### src/rtl/mem_responder.sv
// mem_responder: 256 x 16 word memory slave for the ISDU/MAR/MDR bus.
// All strobes are active-low. A write commits once, at the first edge where
// the write strobe is seen low. A read loads Data_out at the first edge where
// the read strobe is seen low, and Data_valid is high on the following cycle.
// Data_out is registered; Bus_err is sticky until reset.
// Optional build macro MEM_RESPONDER_IO_EN: word 0xFFFF becomes an I/O port.
// Reads of 0xFFFF return the synchronised Switches; writes load Hex_out.
// Without the macro, 0xFFFF is an out-of-range address like 0x0100-0xFFFE.
module mem_responder (
    input  logic        Clk,
    input  logic        Reset_n,
    input  logic        Mem_CE,
    input  logic        Mem_OE,
    input  logic        Mem_WE,
    input  logic        Mem_UB,
    input  logic        Mem_LB,
    input  logic [15:0] ADDR,
    input  logic [15:0] Data_in,
    output logic [15:0] Data_out,
    output logic        Data_valid,
    output logic        Bus_err,
    input  logic [15:0] Switches,
    output logic [15:0] Hex_out
);

    localparam int DATA_W = 16;
    localparam int DEPTH  = 256;

    typedef enum logic [1:0] {
        IDLE    = 2'd0,
        RD_DATA = 2'd1,
        WR_HOLD = 2'd2
    } state_t;

    state_t              state_q, state_d;
    logic [DATA_W-1:0]   data_out_q, data_out_d;
    logic                bus_err_q, bus_err_d;

    logic [DATA_W-1:0]   ram_q [0:DEPTH-1];
    logic [7:0]          ram_addr;
    logic [DATA_W-1:0]   ram_rdata;
    logic [DATA_W-1:0]   ram_wdata;
    logic                ram_we;

    logic                addr_in_ram;
    logic                addr_is_io;
    logic [DATA_W-1:0]   io_rdata;
    logic [DATA_W-1:0]   rd_word;

`ifdef MEM_RESPONDER_IO_EN
    logic [DATA_W-1:0]   sw_meta_q, sw_meta_d;
    logic [DATA_W-1:0]   sw_sync_q, sw_sync_d;
    logic [DATA_W-1:0]   hex_q, hex_d;
`else
    logic                unused_switches;
`endif

    // Byte-lane merge for writes: an active-low enable selects the new byte.
    function automatic logic [DATA_W-1:0] lane_merge(
        input logic [DATA_W-1:0] old_w,
        input logic [DATA_W-1:0] new_w,
        input logic              ub_n,
        input logic              lb_n
    );
        lane_merge = {ub_n ? old_w[15:8] : new_w[15:8],
                      lb_n ? old_w[7:0]  : new_w[7:0]};
    endfunction

    // Byte-lane mask for reads: a disabled lane reads back as 0x00.
    function automatic logic [DATA_W-1:0] lane_mask(
        input logic [DATA_W-1:0] w,
        input logic              ub_n,
        input logic              lb_n
    );
        lane_mask = {ub_n ? 8'h00 : w[15:8],
                     lb_n ? 8'h00 : w[7:0]};
    endfunction

    assign ram_addr    = ADDR[7:0];
    assign ram_rdata   = ram_q[ram_addr];
    assign addr_in_ram = (ADDR[15:8] == 8'h00);

`ifdef MEM_RESPONDER_IO_EN
    assign addr_is_io  = (ADDR == 16'hFFFF);
    assign io_rdata    = sw_sync_q;
    assign Hex_out     = hex_q;
`else
    assign addr_is_io      = 1'b0;
    assign io_rdata        = '0;
    assign Hex_out         = 16'h0000;
    assign unused_switches = ^Switches;
`endif

    // Read source select: RAM word, I/O port, or zero for an unmapped address.
    always_comb begin
        rd_word = '0;
        if (addr_in_ram) begin
            rd_word = ram_rdata;
        end else if (addr_is_io) begin
            rd_word = io_rdata;
        end
    end

    // Next-state, read capture, write request and error detection.
    always_comb begin
        state_d    = state_q;
        data_out_d = data_out_q;
        bus_err_d  = bus_err_q;
        ram_we     = 1'b0;
        ram_wdata  = lane_merge(ram_rdata, Data_in, Mem_UB, Mem_LB);
`ifdef MEM_RESPONDER_IO_EN
        hex_d      = hex_q;
`endif
        if (Mem_CE) begin
            // Deselect always returns to IDLE, whatever access was in progress.
            state_d = IDLE;
        end else begin
            case (state_q)
                IDLE: begin
                    if (!Mem_WE) begin
                        // A write wins over a simultaneous read strobe, but the
                        // overlap is a protocol error.
                        state_d = WR_HOLD;
                        if (!Mem_OE) begin
                            bus_err_d = 1'b1;
                        end
                        if (addr_in_ram) begin
                            ram_we = 1'b1;
                        end else if (addr_is_io) begin
`ifdef MEM_RESPONDER_IO_EN
                            hex_d = lane_merge(hex_q, Data_in, Mem_UB, Mem_LB);
`endif
                        end else begin
                            bus_err_d = 1'b1;
                        end
                    end else if (!Mem_OE) begin
                        state_d    = RD_DATA;
                        data_out_d = lane_mask(rd_word, Mem_UB, Mem_LB);
                        if (!addr_in_ram && !addr_is_io) begin
                            bus_err_d = 1'b1;
                        end
                    end
                end
                RD_DATA: begin
                    if (Mem_OE) begin
                        state_d = IDLE;
                    end
                end
                WR_HOLD: begin
                    // Long write strobes commit only once, on entry.
                    if (Mem_WE) begin
                        state_d = IDLE;
                    end
                end
                default: begin
                    state_d = IDLE;
                end
            endcase
        end
    end

    // Control and read-data registers, cleared asynchronously on reset.
    always_ff @(posedge Clk or negedge Reset_n) begin
        if (!Reset_n) begin
            state_q    <= IDLE;
            data_out_q <= '0;
            bus_err_q  <= 1'b0;
        end else begin
            state_q    <= state_d;
            data_out_q <= data_out_d;
            bus_err_q  <= bus_err_d;
        end
    end

    // RAM array has no reset; a strobe held low through reset must not commit.
    always_ff @(posedge Clk) begin
        if (ram_we && Reset_n) begin
            ram_q[ram_addr] <= ram_wdata;
        end
    end

`ifdef MEM_RESPONDER_IO_EN
    assign sw_meta_d = Switches;
    assign sw_sync_d = sw_meta_q;

    // Two-flop synchroniser for the board switches and the display register.
    always_ff @(posedge Clk or negedge Reset_n) begin
        if (!Reset_n) begin
            sw_meta_q <= '0;
            sw_sync_q <= '0;
            hex_q     <= '0;
        end else begin
            sw_meta_q <= sw_meta_d;
            sw_sync_q <= sw_sync_d;
            hex_q     <= hex_d;
        end
    end
`endif

    assign Data_out   = data_out_q;
    assign Data_valid = (state_q == RD_DATA);
    assign Bus_err    = bus_err_q;

endmodule

### config.mk
export PLATFORM = sky130hd
export DESIGN_NAME = mem_responder
export DESIGN_NICKNAME = d
export VERILOG_FILES = /design/src/rtl/mem_responder.sv
export SDC_FILE = /design/constraint.sdc
export NUM_CORES = 2
export LEC_CHECK = 0
export BUFFER_PORTS_ARGS = -buffer_cell sky130_fd_sc_hd__buf_2
export CAP_MARGIN = 10
export CORE_MARGIN = 1
export CORE_UTILIZATION = 50
export DETAILED_ROUTE_END_ITERATION = 12
export GPL_TIMING_DRIVEN = 1
export PLACE_DENSITY = 0.65
export SLEW_MARGIN = 20
export SYNTH_ARGS = -nofsm -noshare
export SYNTH_HDL_FRONTEND = slang
export SYNTH_SLANG_ARGS = --single-unit
### constraint.sdc
create_clock -name Clk -period 32 [get_ports Clk]
set_clock_uncertainty 0.15 [all_clocks]
set_input_delay 4.8 -clock Clk [delete_from_list [all_inputs] [get_ports Clk]]
set_output_delay 4.8 -clock Clk [all_outputs]
set_load 0.005 [all_outputs]
Word-level counts from Yosys, hierarchy flattened
Memory sizes are Yosys's and may differ from the RTL's.
Cells that the tools add are included.
- bitwise gates (word level): 2
- multiplexer cells: 22
- reductions and logical operators: 6
- equal/unequal tests: 8
- operator list (cell ; number):
    $mux 8 ; 4
    $mux 16 ; 1
    $mux 1 ; 11
    $mux 2 ; 5
    $logic_not 8->1 ; 1
    $ne 2x2->1 const B ; 3
    $ne 3x3->1 const B ; 2
    $pmux 2 s3 ; 1
    $reduce_and 5->1 ; 1
    $ne 4x4->1 const B ; 1
    $reduce_and 4->1 ; 1
    $reduce_and 3->1 ; 1
    $eq 2x1->1 const B ; 1
    $eq 2x2->1 const B ; 1
    $logic_not 2->1 ; 1
    $not 1->1 ; 2
    $logic_and 1x1->1 ; 1
- flip-flop bits (word level): 19
- bits in writable memories: 4096
- memories: 1
- logic and storage cells: 42
- input port bits: 55
- output and inout port bits: 34
- memories (name ; depth ; bits a word ; read ports ; clocked after Yosys merged registers in ; wr ports ; line ; text):
    ram_q ; 256 ; 16 ; 1 ; 0 ; 1 ; 39 ; logic [DATA_W-1:0] ram_q [0:DEPTH-1];

Depth between registers and ports, before layout
- word-level depth: 8
- gate-level depth with buffers: 13
- gate-level depth less buffers: 7

Worst setup path after synthesis
No wires, ideal clock.
- path type: input -> register
- start: in ADDR[4]
- end: mem ram_q[0][0] (data pin)
- buffers on the path: 3
- slack: 12.331 ns
- required time: 29.423 ns
- arrival: 17.092 ns
- stages on the path: 10
- library setup time: 2.427 ns
- cells stage by stage: buf_2 buf_2 inv_1 nor3_1 buf_2 nand2_1 a31oi_1 nor3b_1 o2111a_1 a311oi_1
- word-level cells in the longest chain between the ends: 2
- RTL lines (what ; line ; text):
    from (decl) ; 17 ; input logic [15:0] ADDR,
    $mem_v2 256x16 ; n/a ;
    $mux 8 ; 66 ; lb_n ? old_w[7:0] : new_w[7:0]};
    net ram_wdata[0] ; 42 ; logic [DATA_W-1:0] ram_wdata;
    to (decl) ; 39 ;
The timed path passes the listed nets, and every way through them passes these cells.

Worst setup path after layout
- start: in ADDR[0]
- end: mem ram_q[231][12] (data pin)
- word-level cells in the longest chain between the ends: 2
- RTL lines (what ; line ; text):
    $mem_v2 256x16 ; n/a ;
    $mux 8 ; 65 ; lane_merge = {ub_n ? old_w[15:8] : new_w[15:8],
    net ram_wdata[12] ; 42 ;
The timed path passes the listed nets, and every way through them passes these cells.

==> results.cfg <==
[status]
status = complete, no violations

[clock_network]
cts-hold-fix-buffers = 0
cts_made_buffers = 407
cts-root-buf = clkbuf_16
htreeDepth = 5
cts_setup_buffers = 0
clkSinkCount = 4115
clk_pin_slew_worst_paths_ns = 0.06
tritoncts = yes
cts_resized = 0
clock_latency_ns = 0.96
clk_path_buf_depth = 4

[sta]
hold_viol_final = 0
worst_pin_slew_ns = 1.22
finalCriticalPeriod_ns = 11.88
setup_tns_ns = 0
setup_viol = 0
slew_headroom_pct = 18.8
max_freq_ghz = 0.0842
rsz0062_at_grt = no
fin_crit_sh_pct = 37.1
slew_violations = 0

[floorplanning]
start_util_pct = 50.4
design.core.area_um2 = 315000
dieArea_um2 = 320000
die_x_um = 566
rows = 206
die_y_um = 566
ioPinCount = 89

[grt]
use_met3_pct = 4.76
grt_pass1_wl_um = 581000
grt_overflow_total = 0
grt_pass1_vias = 78800
grt.met2_usage_pct = 40.5
met1_usage_pct = 35.5
grt.total_usage_pct = 25.6
top_usage_layer = met2
antenna_found_initial = 17
grt_max_degree = 185

[min_path]
worst_hold_path_type = reg2reg
hold_depth = 1
min_to = state_q[0]$_DFFE_PN0P_
min_from = state_q[1]$_DFFE_PN0P_

[finish]
area_growth_pct = 12.5
n_fill_cell = 23100
mostFrequentLayoutCells = edfxtp_1 (4,096), mux4_2 (756), mux2i_1 (529)
fin_area_um2 = 179000
regArea_um2 = 123000
multi_input_area_um2 = 33100
layout-drive-gt1-share_pct = 22.8
nNetsFinal = 8034
final_common_cell = edfxtp_1

[synth]
seq_area_frac_synth_pct = 77.7
yosysWarnings = 0
synth_edf_count = 4096
syn_inst = 7562
ys_ff_latch = 4115
syn_avg_cell_area_um2 = 21.0
synth_area_um2 = 159000
ys.flop_type = edfxtp_1
synth_cell_types = 71
async_reset_ff_share_pct = 0.462

[pwr]
power_density_nw_per_um2 = 63.9
ir_worst_vdd_mv = 0.0481
finalPower_mw = 11.4
leakagePower_nw = 56.8

[setup_path]
crit_buf_inv = 9
critical_path_required_ns = 32.40
cp-end-kind = register
reg2reg_depth = 9
cp_top_family = buffers and inverters
worst-setup-path-type = in2reg
cp_slowest_cell = buf_4
r2r_start = ram_q[111][3]$_DFFE_PP_
cp_max_fo = 69
crit_top_cell = buf_4
cp.arrival_ns = 12.28
rrSetupSlack_ns = 26.23
path_cells = buf_8 > buf_4 > buf_4 > buf_4 > buf_4 > buf_4 > mux4_2 > nand3_1 > and4_1 > o2111ai_1 > a211oi_2 > a2bb2oi_1 > o21ai_4 > buf_16 > buf_4 > buf_4
max_stage_delay_ns = 0.76
cp-start-kind = primary input
r2r-end = ram_q[165][3]$_DFFE_PP_

[routing]
dr.pass1.iters = 6
drt_wl_total_um = 412000
vias_per_cell = 6.40
dr_total_vias = 79900
initialDrtViolationCount = 10700
detail_route.wl_per_cell_um = 33.0
final_antenna_net_count = 0
remaining_drc_errors = 0

[job]
max-cap-violations = 0

[placement]
dp_hpwl_um = 247000
port_buffers = 56
dpl_cell_area_um2 = 165000
place.gp.congestion = 0.884
[synth_stat cells, types with 56 or more instances]
cell,n,area [µm²]
nand2_1,134,503
nor2_1,292,1100
clkbuf_1,156,586
o21ai_0,67,335
edfxtp_1,4096,123000
buf_2,151,756
mux2i_1,529,5300
a221oi_1,68,596
buf_4,120,901
a22oi_1,376,2820
a21oi_1,92,460
mux4_2,756,17000
nand3_1,171,856
a31oi_1,56,350
[report_power, final]
group          internal [mW]  switching [mW]
Combinational          0.170           0.493
Sequential              6.06        0.000186
Clock                   2.70            2.01
[routing by layer]
| layer | part of all wire [%] | vias up |
|---|---|---|
| li1 | - | 32700 |
| met1 | 39 | 42700 |
| met2 | 48 | 3848 |
| met3 | 8.7 | 704 |
| met4 | 4.5 | 6 |
| met5 | 0.010 | - |
[how the worst max path moves through the flow]
stage,from,end,slack (ns),cells after the start
5_1_grt,ADDR[0],ram_q[96][12]$_DFFE_PP_,19.72,16
2_1_floorplan,ADDR[4],ram_q[0][0]$_DFFE_PP_,12.33,10
6_report,ADDR[0],ram_q[231][12]$_DFFE_PP_,20.12,16
4_1_cts,ADDR[0],ram_q[231][12]$_DFFE_PP_,20.07,15
3_5_place_dp,ADDR[0],ram_q[196][12]$_DFFE_PP_,19.09,15
3_3_place_gp,ADDR[0],ram_q[196][12]$_DFFE_PP_,19.24,15
[final cells by class]
class / instances / share of cell area [%]
diodes: 7 / 0.00980
clock buffers: 507 / 6.01
clock inverters: 243 / 1.34
inverters: 15 / 0.0315
multi-input cells: 2966 / 18.5
flip-flops and latches: 4115 / 69.1
well taps: 4160 / 2.91
repair buffers: 474 / 2.08
[cells by family (layout without fill, tap and decap cells)]
| group | Yosys count | after routing | synth area share (%) |
|---|---|---|---|
| buffers and inverters | 496 | 1239 | 1.72 |
| flip-flops | 4115 | 4115 | 77.7 |
| AO/OA/AOI/OAI | 920 | 920 | 4.27 |
| other | 1 | 23 | 0.00236 |
| multiplexers | 1293 | 1293 | 14.1 |
| AND/OR/NAND/NOR | 737 | 737 | 2.18 |
[worst reg2reg max path: stages, from the launching register on]
cell and delay, ns:
edfxtp_1 0.33, mux4_2 0.25, a22oi_1 0.08, o21ai_0 0.90, a21oi_1 0.28, o311ai_2 0.76, nor2_1 0.18, a21oi_4 0.87
buf_4 0.86, buf_4 0.71
[metrics by stage]
step | instances | setup slack (ns) | util (%) | hold slack, ns
global placement | 11700 | 19.24 | 52.4 | 0.300
CTS | 12500 | 20.07 | 56.6 | 0.319
detailed placement | 11700 | 19.09 | 52.4 | 0.319
finish | 12500 | 20.12 | 56.7 | 0.319
global route | 12500 | 19.72 | 56.7 | 0.347
floorplan | 7577 | 12.33 | - | 0.282
[state kept, by name, indices dropped and copies added (netlist names)]
register,cells
ram_q,4096
Data_out,16
state_q,2
Bus_err,1
Power figures use the tool's default switching activity.
